File: config.mk
export PLATFORM = sky130hd
export DESIGN_NAME = cavlc_sync_fifo
export DESIGN_NICKNAME = d
export VERILOG_FILES = /design/src/rtl/cavlc_pkg.sv /design/src/rtl/cavlc_fifo_ram.sv /design/src/rtl/cavlc_sync_fifo.sv
export SDC_FILE = /design/constraint.sdc
export NUM_CORES = 1
export LEC_CHECK = 0
export ABC_AREA = 1
export CAP_MARGIN = 25
export CORE_MARGIN = 5
export CORE_UTILIZATION = 62
export CTS_BUF_LIST = sky130_fd_sc_hd__clkbuf_16
export DETAILED_ROUTE_END_ITERATION = 10
export GPL_TIMING_DRIVEN = 0
export PLACE_DENSITY = 0.84
export SYNTH_ARGS = -nofsm -noshare
export SYNTH_HDL_FRONTEND = slang
export SYNTH_SLANG_ARGS = --single-unit
File: constraint.sdc
create_clock -name i_Clk -period 4.9 [get_ports i_Clk]
set_input_delay 0.735 -clock i_Clk [delete_from_list [all_inputs] [get_ports i_Clk]]
set_output_delay 0.735 -clock i_Clk [all_outputs]
set_load 0.01 [all_outputs]
File: src/rtl/cavlc_pkg.sv
// Shared constants and helpers for the CAVLC FIFO slice.
package cavlc_pkg;

  localparam int CAVLC_FIFO_W = 16;
  localparam int CAVLC_FIFO_D = 8;

  // Number of address bits needed to index value entries (ceil log2).
  function automatic int clog2(input int value);
    int result;
    result = 0;
    for (int i = 0; i < 31; i++) begin
      if ((1 << i) < value) result = i + 1;
    end
    return result;
  endfunction

endpackage

File: src/rtl/cavlc_fifo_ram.sv
// Storage array for the CAVLC FIFO: one synchronous write port, one asynchronous read port.
module cavlc_fifo_ram #(
  parameter int DATA_W = 16,
  parameter int DEPTH  = 8,
  parameter int ADDR_W = 3
) (
  input  logic              i_Clk,
  input  logic              i_WrEn,
  input  logic [ADDR_W-1:0] i_WrAddr,
  input  logic [DATA_W-1:0] i_WrData,
  input  logic [ADDR_W-1:0] i_RdAddr,
  output logic [DATA_W-1:0] o_RdData
);

  logic [DATA_W-1:0] r_mem [DEPTH];

  // Contents are deliberately left unreset; control logic never exposes unwritten entries as valid.
  always_ff @(posedge i_Clk) begin
    if (i_WrEn) r_mem[i_WrAddr] <= i_WrData;
  end

  assign o_RdData = r_mem[i_RdAddr];

endmodule

File: src/rtl/cavlc_sync_fifo.sv
// Single-clock FIFO with registered flags, occupancy count, overflow/underflow strobes,
// flush, and a selectable registered or first-word-fall-through read stage.
module cavlc_sync_fifo
  import cavlc_pkg::*;
#(
  parameter int DATA_W = CAVLC_FIFO_W,
  parameter int DEPTH  = CAVLC_FIFO_D,
  parameter int AF_LVL = 6,
  parameter int AE_LVL = 2,
  parameter int FWFT   = 0
) (
  input  logic                  i_Clk,
  input  logic                  i_Reset,
  input  logic                  i_Flush,
  input  logic                  i_WrEn,
  input  logic [DATA_W-1:0]     i_WrData,
  input  logic                  i_RdEn,
  output logic [DATA_W-1:0]     o_RdData,
  output logic                  o_RdValid,
  output logic                  o_Full,
  output logic                  o_Empty,
  output logic                  o_AlmostFull,
  output logic                  o_AlmostEmpty,
  output logic [clog2(DEPTH):0] o_Count,
  output logic                  o_Overflow,
  output logic                  o_Underflow
);

  localparam int PTR_W = clog2(DEPTH);
  localparam int CNT_W = PTR_W + 1;

  generate
    if (DEPTH < 2 || (DEPTH & (DEPTH - 1)) != 0) begin : g_badDepth
      $error("cavlc_sync_fifo: DEPTH must be a power of two and at least 2");
    end
    if (AF_LVL < 1 || AF_LVL > DEPTH) begin : g_badAf
      $error("cavlc_sync_fifo: AF_LVL must lie in 1..DEPTH");
    end
    if (AE_LVL < 0 || AE_LVL > DEPTH - 1) begin : g_badAe
      $error("cavlc_sync_fifo: AE_LVL must lie in 0..DEPTH-1");
    end
  endgenerate

  logic [PTR_W-1:0]  r_wrPtr;
  logic [PTR_W-1:0]  r_rdPtr;
  logic [CNT_W-1:0]  r_count;
  logic              r_full;
  logic              r_empty;
  logic              r_almostFull;
  logic              r_almostEmpty;
  logic              r_overflow;
  logic              r_underflow;
  logic              w_wrOk;
  logic              w_rdOk;
  logic [CNT_W-1:0]  w_cntNext;
  logic [DATA_W-1:0] w_ramRd;

  // Acceptance uses the registered flags, so a read at Full frees no room for a same-cycle write.
  assign w_wrOk = i_WrEn & ~r_full;
  assign w_rdOk = i_RdEn & ~r_empty;

  always_comb begin
    w_cntNext = r_count;
    if (w_wrOk && !w_rdOk) w_cntNext = r_count + 1'b1;
    else if (w_rdOk && !w_wrOk) w_cntNext = r_count - 1'b1;
  end

  cavlc_fifo_ram #(
    .DATA_W (DATA_W),
    .DEPTH  (DEPTH),
    .ADDR_W (PTR_W)
  ) u_ram (
    .i_Clk    (i_Clk),
    .i_WrEn   (w_wrOk & ~i_Flush),
    .i_WrAddr (r_wrPtr),
    .i_WrData (i_WrData),
    .i_RdAddr (r_rdPtr),
    .o_RdData (w_ramRd)
  );

  // Flags are registered from the next count so they always agree with o_Count.
  always_ff @(posedge i_Clk or posedge i_Reset) begin
    if (i_Reset) begin
      r_wrPtr       <= '0;
      r_rdPtr       <= '0;
      r_count       <= '0;
      r_full        <= 1'b0;
      r_empty       <= 1'b1;
      r_almostFull  <= 1'b0;
      r_almostEmpty <= 1'b1;
      r_overflow    <= 1'b0;
      r_underflow   <= 1'b0;
    end else if (i_Flush) begin
      r_wrPtr       <= '0;
      r_rdPtr       <= '0;
      r_count       <= '0;
      r_full        <= 1'b0;
      r_empty       <= 1'b1;
      r_almostFull  <= 1'b0;
      r_almostEmpty <= 1'b1;
      r_overflow    <= 1'b0;
      r_underflow   <= 1'b0;
    end else begin
      if (w_wrOk) r_wrPtr <= r_wrPtr + 1'b1;
      if (w_rdOk) r_rdPtr <= r_rdPtr + 1'b1;
      r_count       <= w_cntNext;
      r_full        <= (w_cntNext == CNT_W'(DEPTH));
      r_empty       <= (w_cntNext == '0);
      r_almostFull  <= (w_cntNext >= CNT_W'(AF_LVL));
      r_almostEmpty <= (w_cntNext <= CNT_W'(AE_LVL));
      r_overflow    <= i_WrEn & r_full;
      r_underflow   <= i_RdEn & r_empty;
    end
  end

  generate
    if (FWFT != 0) begin : g_fwft
      assign o_RdData  = w_ramRd;
      assign o_RdValid = ~r_empty;
    end else begin : g_regRead
      logic [DATA_W-1:0] r_rdData;
      logic              r_rdValid;

      // RdData holds the last popped word; RdValid marks only the cycle it was refreshed.
      always_ff @(posedge i_Clk or posedge i_Reset) begin
        if (i_Reset) begin
          r_rdData  <= '0;
          r_rdValid <= 1'b0;
        end else if (i_Flush) begin
          r_rdValid <= 1'b0;
        end else begin
          r_rdValid <= w_rdOk;
          if (w_rdOk) r_rdData <= w_ramRd;
        end
      end

      assign o_RdData  = r_rdData;
      assign o_RdValid = r_rdValid;
    end
  endgenerate

  assign o_Count       = r_count;
  assign o_Full        = r_full;
  assign o_Empty       = r_empty;
  assign o_AlmostFull  = r_almostFull;
  assign o_AlmostEmpty = r_almostEmpty;
  assign o_Overflow    = r_overflow;
  assign o_Underflow   = r_underflow;

endmodule

==> results of run 1 <==
registers in the layout (all words and copies together), names as in the netlist:
register       flops
o_RdValid          1
r_rdPtr            3
u_ram.r_mem      128
o_AlmostFull       1
o_Underflow        1
r_wrPtr            3
o_AlmostEmpty      1
o_RdData          16
o_Empty            1
o_Full             1
o_Overflow         1
o_Count            4
routing by layer:
layer  vias up  GRT usage  wire length (µm)
li1       2027          -                 -
met3        57     0.0744              1820
met5         -          0                 0
met4         0      0.125               614
met1      2228      0.348              5920
met2       362      0.420              7690
how the worst max path moves through the flow:
stage | endpoint | slack (ns) | cells past startpoint
after floorplan | u_ram.r_mem[0][0]$_DFFE_PP_ | 2.70 | 4
after global placement | u_ram.r_mem[5][15]$_DFFE_PP_ | 1.53 | 5
after detailed placement | u_ram.r_mem[6][6]$_DFFE_PP_ | 2.07 | 6
after CTS | u_ram.r_mem[6][11]$_DFFE_PP_ | 2.50 | 6
after global routing | u_ram.r_mem[6][11]$_DFFE_PP_ | 2.36 | 6
final | u_ram.r_mem[6][11]$_DFFE_PP_ | 2.45 | 6
cell usage after synthesis:
cell	count
edfxtp_1	128
nor2_1	110
nand2_1	68
o21ai_0	43
o211ai_1	32
dfrtp_1	31
nand3_1	26
o21ai_1	26
inv_1	16
buf_2	12
buf_4	5
buf_6	5
ha_1	4
inv_2	4
nor2_2	4
nand2_2	3
a21oi_1	2
clkbuf_2	2
dfstp_2	2
nor2_4	2
nor3_1	2
buf_12	1
buf_8	1
clkbuf_1	1
clkinv_1	1
nand2_4	1
nand3_2	1
metrics by stage:
| step | worst slack [ns] | power (µW) | std cells | utilization |
|---|---|---|---|---|
| 2_1_floorplan | 2.70 | 2010 | 533 | - |
| 6_report | 2.45 | 3590 | 757 | 0.766 |
| 3_5_place_dp | 2.07 | 2330 | 725 | 0.710 |
| 5_1_grt | 2.36 | 3730 | 757 | 0.766 |
| 3_3_place_gp | 1.53 | 2300 | 716 | 0.694 |
| 4_1_cts | 2.50 | 3590 | 757 | 0.766 |
power breakdown:
group	total [µW]	switching, µW	internal (µW)	leakage, µW
combinational	679	382	298	0.00109
sequential	1640	61.2	1580	0.00158
clock	1270	559	710	0.000268
tightest hold or removal path: cells and delay by family (launching register included):
family | cells | cell delay (ns)
DFF | 1 | 0.35
and+or+nand+nor | 2 | 0.10
cell type report:
| cell class | instances | area, µm² | area share |
|---|---|---|---|
| Clock buffer | 17 | 425 | 0.0541 |
| Clock inverter | 15 | 144 | 0.0183 |
| Sequential cell | 161 | 4670 | 0.594 |
| Timing Repair Buffer | 56 | 614 | 0.0781 |
| Buffer | 27 | 203 | 0.0258 |
| Tap cell | 136 | 170 | 0.0216 |
| Inverter | 21 | 78.8 | 0.0100 |
| Multi-Input combinational cell | 324 | 1560 | 0.198 |
cells by family after synthesis:
logic type / Yosys count / synth area share
and+or+nand+nor: 217 / 0.138
AOI/OAI and AO/OA: 103 / 0.0917
buffers and inverters: 48 / 0.0433
adders and majority gates: 4 / 0.00771
DFF: 161 / 0.719
placed cells by master (no fill, tap or decap):
cell,n
clkinv_1,1
nand3_2,1
clkbuf_16,17
bufinv_16,1
o21ai_0,43
clkinvlp_4,4
inv_2,4
clkbuf_1,1
buf_16,1
clkinv_2,1
o21ai_1,26
clkinv_4,1
nand2_2,3
nor2_1,102
dfstp_2,2
buf_8,8
edfxtp_1,128
dfrtp_1,31
a21oi_1,2
o211ai_1,32
buf_6,6
inv_1,16
nand3_1,26
nor2_2,12
nor3_1,2
buf_12,1
nand2_4,1
buf_2,12
nor2_4,2
clkbuf_2,2
buf_4,5
nand2_1,68
inv_6,8
clkdlybuf4s50_1,47
ha_1,4
==> out/summary.txt, run 1 <==
Run status = finished, final reports clean
Area Growth Syn to Fin = 21.2%
Critical Path AT = 2.58 ns
Die X = 112 µm
Ant diodes = 0
Hpwl dp = 9.88 mm
Yosys synthesis warning count = 0
Syn nets = 558
Core area = 0.0103 mm²
Reg2reg start = o_Full$_DFF_PP0_
Total Wirelength = 16.1 mm
Final hold vios = 0
Drt initial violations = 782
Post-CTS Hold Fix Bufs = 0
Hold Path Origin = o_RdData[6]$_DFFE_PP0P_
Final setup vio count = 0
Fin nets = 633
Rows = 37
Dominant cell type by area after synthesis = edfxtp_1
Worst IR Drop VDD = 285 µV
Most used cell along the critical path = nand2_1
Flop2flop setup slack = 2.77 ns
Post-synth cell types = 27
Max stage delay cell, worst path = nor2_2
Fillers = 592
Worst reg2reg path depth = 6
Worst Setup SP = i_WrEn
Synthesized area per cell = 12.2 µm²
TNS Setup = 0 ns
GRT overflow = 0
Rel. slew slack = 0.548
Worst-Margin Slew = 0.678 ns
Via-per-instance ratio = 6.17
Max Cap Viol = 0
CTS tree = built
Pleak = 0.00294 µW
Worst skew pair latency = 0.43 ns
CTS buffer count = 17
Crit-path max cell delay = 0.58 ns
Via Count = 4674
CP Buf/Inv Count = 2
Design Area, Final = 0.00787 mm²
# clock sinks = 161
Syn Inst Count = 533
CTS H-tree depth = 4
I/O Pins = 48
Slew Viols, Final = 0
Top Family by Delay on Critical Path = simple AND/OR/NAND/NOR gates
Setup CP Type = in2reg
Fin crit share = 0.500
Vias in the first global route = 4555
Post-DP Area = 0.00730 mm²
Hold path depth = 2
Clock slew at reported path FFs = 0.06 ns
Yosys top cell area share = 0.592
First-pass GRT wire length = 25.1 mm
RSZ-0062 raised after global routing = false
Sequential fraction of the synthesis area = 0.719
Global Route Usage Sum = 0.267
Mapped cell area = 0.00649 mm²
Clk root buf = clkbuf_16
Maximum net fanout on the critical path = 9
Routed Antenna Nets = 0
Area contributors post-synth = edfxtp_1 (59%), dfrtp_1 (12%), nor2_1 (6.4%), nand2_1 (3.9%), o211ai_1 (3.7%)
Clock Tree Buf Depth = 2
CP Capture Type = flip-flop
Worst reg2reg endpoint = u_ram.r_mem[6][11]$_DFFE_PP_
TritonRoute pass-1 iters = 6
Die Ht = 112 µm
Largest net degree at the start of global routing = 26
Worst Hold End = o_RdData[6]$_DFFE_PP0P_
Worst path cell trace = clkdlybuf4s50_1 -> nand2_1 -> nor2_1 -> nand2_1 -> nor2_2 -> buf_6
Post_cts resized = 0
Die area = 0.0126 mm²
Setup bufs post-CTS = 0
Clock skew = 0.00866 ns
Worst EP required = 5.03 ns
Worst hold-check path type = reg2reg
PD cells = 456 mW/mm²
Post-layout minimum cycle time = 2.45 ns
DRC errors left = 0
GPL Wtd Cong = 0.850
Fmax = 0.409 GHz
Initial antenna violation count = 0
#FFs+latches synth = 161
Share of cells above drive strength 1 = 0.148
Port bufs = 47
Post-DR wirelength/cell = 21.2 µm
Critical Path Start Type = input pin
Worst-case hold slack = 0.485 ns
Starting Density = 0.632
No activity file was read; power rests on OpenSTA's default activity.
==> run 2, diff against run 1 <==
CORE_UTILIZATION = 52   (was 62)
PLACE_DENSITY = 0.75   (was 0.84)
clock period = 2.05 ns   (was 4.9 ns; I/O delays follow)
==> run 2 against run 1 <==
Via count is 4.2% lower. Combinational power up 140%. Critical path depth is the same. Sequential share of layout area is 0.82 points lower. Count of clock-buffer cells in the layout unchanged. Clock skew grew 0.0047 ns. Final cell count grew 4.2%. Die area increased by 17%. Global-route usage is 4.6 points lower. Core utilization fell by 11 points. Sequential power grew 140%. Highest routed layer unchanged. Worst hold slack got worse by 0.33 ns.
==> out/summary.txt, run 2 (synthesis results as in run 1) <==
Slew Viols, Final = 0 (unchanged)
Worst IR Drop VDD = 639 µV (+120%)
DRC errors left = 0 (unchanged)
Port bufs = 47 (unchanged)
Worst-case hold slack = 0.150 ns (-0.334 ns)
Vias in the first global route = 4332 (-4.9%)
Total Power = 8940 µW (+150%)
PD cells = 1120 mW/mm² (+150%)
Clock Tree Buf Depth = 2 (unchanged)
Ant diodes = 0 (unchanged)
CTS buffer count = 17 (unchanged)
CP Capture Type = flip-flop
Fillers = 898 (+52%)
# clock sinks = 161 (unchanged)
Post-DP Area = 0.00733 mm² (+0.39%)
Die area = 0.0148 mm² (+17%)
CTS tree = built
RSZ-0062 raised after global routing = true
Setup CP Type = reg2reg
CP Buf/Inv Count = 2 (unchanged)
Most common cell after layout, fill and taps aside = edfxtp_1
Area Growth Syn to Fin = 22.8%
Critical Path Start Type = flip-flop
First-pass GRT wire length = 24.1 mm (-4.2%)
Max reg flops = 128 (unchanged)
Worst path cell trace = inv_2 -> nand2_1 -> nor2_1 -> nand2_1 -> nor2_2 -> buf_6
Run status = finished, final reports clean
Hpwl dp = 9.83 mm (-0.46%)
Fmax = 0.488 GHz
Setup bufs post-CTS = 0 (unchanged)
Drt initial violations = 578 (-26%)
Clock slew at reported path FFs = 0.06 ns (about the same)
Crit-path max cell delay = 0.49 ns (-0.09 ns)
Fin crit share = 0.999
Total Wirelength = 15.4 mm (-3.9%)
Fin nets = 633 (unchanged)
Max stage delay cell, worst path = nor2_2
Maximum net fanout on the critical path = 9 (unchanged)
Global Route Usage Sum = 0.221 (-0.0457)
Clock skew = 0.0133 ns (+0.00466 ns)
Worst skew pair latency = 0.43 ns (about the same)
Worst-Margin Slew = 0.654 ns (-0.0236 ns)
TritonRoute pass-1 iters = 5 (-1)
Met1 Usage GRT = 0.291 (-0.0572)
Via-per-instance ratio = 5.68 (-8.1%)
Critical Path AT = 2.18 ns (-0.40 ns)
CTS H-tree depth = 4 (unchanged)
Pleak = 0.00298 µW (+1.5%)
Post-DR wirelength/cell = 19.6 µm (-7.7%)
GPL Wtd Cong = 0.855 (+0.59%)
Worst EP required = 2.18 ns (-2.85 ns)
Biggest register = u_ram.r_mem
Starting Density = 0.536 (-0.0957)
Gr busiest metal = met2
GRT overflow = 0 (unchanged)
Die X = 122 µm (+8.4%)
Largest net degree at the start of global routing = 26 (unchanged)
Worst hold-check path type = in2async
Via Count = 4479 (-4.2%)
Final hold vios = 0 (unchanged)
Clk root buf = clkbuf_16
Routed Antenna Nets = 0 (unchanged)
Top Family by Delay on Critical Path = simple AND/OR/NAND/NOR gates
Rel. slew slack = 0.564 (+0.0162)
Core area = 0.0121 mm² (+18%)
Max Cap Viol = 0 (unchanged)
Design Area, Final = 0.00798 mm² (+1.4%)
Initial antenna violation count = 0 (unchanged)
Share of cells above drive strength 1 = 0.145 (-0.00322)
Post-layout minimum cycle time = 2.05 ns
Met2 Track Usage GR = 0.352 (-0.0673)
Die Ht = 122 µm (+8.4%)
Grt met3 use = 0.0450 (-0.0294)
Rows = 40 (+8.1%)
Most used cell along the critical path = nand2_1
Final setup vio count = 0 (unchanged)
TNS Setup = 0 ns (unchanged)
I/O Pins = 48 (unchanged)
Commonest non-fill, non-tap cells in the layout = edfxtp_1 (128), nor2_1 (102), nand2_1 (68), clkdlybuf4s50_1 (47), o21ai_0 (43)
## run 2: cell count changes in the layout (fill, tap and decap cells not counted), moves of 2 or more
| cell | before | now |
|---|---|---|
| clkinvlp_4 | 4 | 1 |
| clkinv_2 | 1 | 3 |
| nor2_4 | 2 | 4 |
| inv_6 | 8 | 1 |
| clkinv_4 | 1 | 3 |
| nor2_2 | 12 | 10 |
| bufinv_16 | 1 | 5 |
## run 2: what timing repair did
item / 4_1_cts / 5_1_grt
gates resized for setup: 1 / 1
endpoints found under the setup margin: 13 / 29
hold buffers: 0 / 0
## run 2: worst paths after layout
check / start / endpoint / slack, ns / cells after the start
min in group i_Clk: o_RdData[1]$_DFFE_PP0P_ / o_RdData[1]$_DFFE_PP0P_ / 0.48 / 2
worst max-delay path: o_Full$_DFF_PP0_ / u_ram.r_mem[7][10]$_DFFE_PP_ / 0.001 / 6
worst min-delay path: i_Reset / o_RdValid$_DFF_PP0_ / 0.15 / 2
worst min register to register: o_RdData[1]$_DFFE_PP0P_ / o_RdData[1]$_DFFE_PP0P_ / 0.48 / 2
worst max register to register: o_Full$_DFF_PP0_ / u_ram.r_mem[7][10]$_DFFE_PP_ / 0.001 / 6
max in group asynchronous: i_Reset / o_Empty$_DFF_PP1_ / 1.37 / 3
## run 2: stage by stage
step,setup slack [ns],util,cells
6_report,0.00107,0.659,789
5_1_grt,-0.115,0.659,789
2_1_floorplan,0.0717,-,533
3_3_place_gp,-0.967,0.592,748
4_1_cts,-0.00450,0.658,789
3_5_place_dp,-0.331,0.605,757
## run 2: layout make-up
cell class | instances | area (µm²) | share of cell area
repair buffers | 56 | 603 | 0.0756
clock buffers | 17 | 425 | 0.0533
multi-input cells | 324 | 1570 | 0.197
flip-flops and latches | 161 | 4670 | 0.586
plain buffers | 27 | 203 | 0.0254
clock inverters | 15 | 215 | 0.0270
inverters | 21 | 78.8 | 0.00988
well taps | 168 | 210 | 0.0263
## run 2: per-layer routing
| metal | vias to the layer above | routed length [µm] | share of wire |
|---|---|---|---|
| met5 | - | 0 | 0 |
| met4 | 0 | 430 | 0.028 |
| met3 | 36 | 1420 | 0.092 |
| met2 | 234 | 7390 | 0.48 |
| met1 | 2188 | 6190 | 0.40 |
| li1 | 2021 | - | - |
## run 2: where the power goes
| part | leakage (µW) | switching (µW) | internal, µW | total, µW |
|---|---|---|---|---|
| sequential | 0.00158 | 146 | 3780 | 3930 |
| combinational | 0.00109 | 905 | 710 | 1610 |
| clock | 0.000316 | 1250 | 2150 | 3400 |
==> run 3, diff against run 2 <==
HOLD_SLACK_MARGIN = 0.12   (was unset)
==> results of run 3 <==
No change in the layout: final DEF, timing and power equal those of run 2.
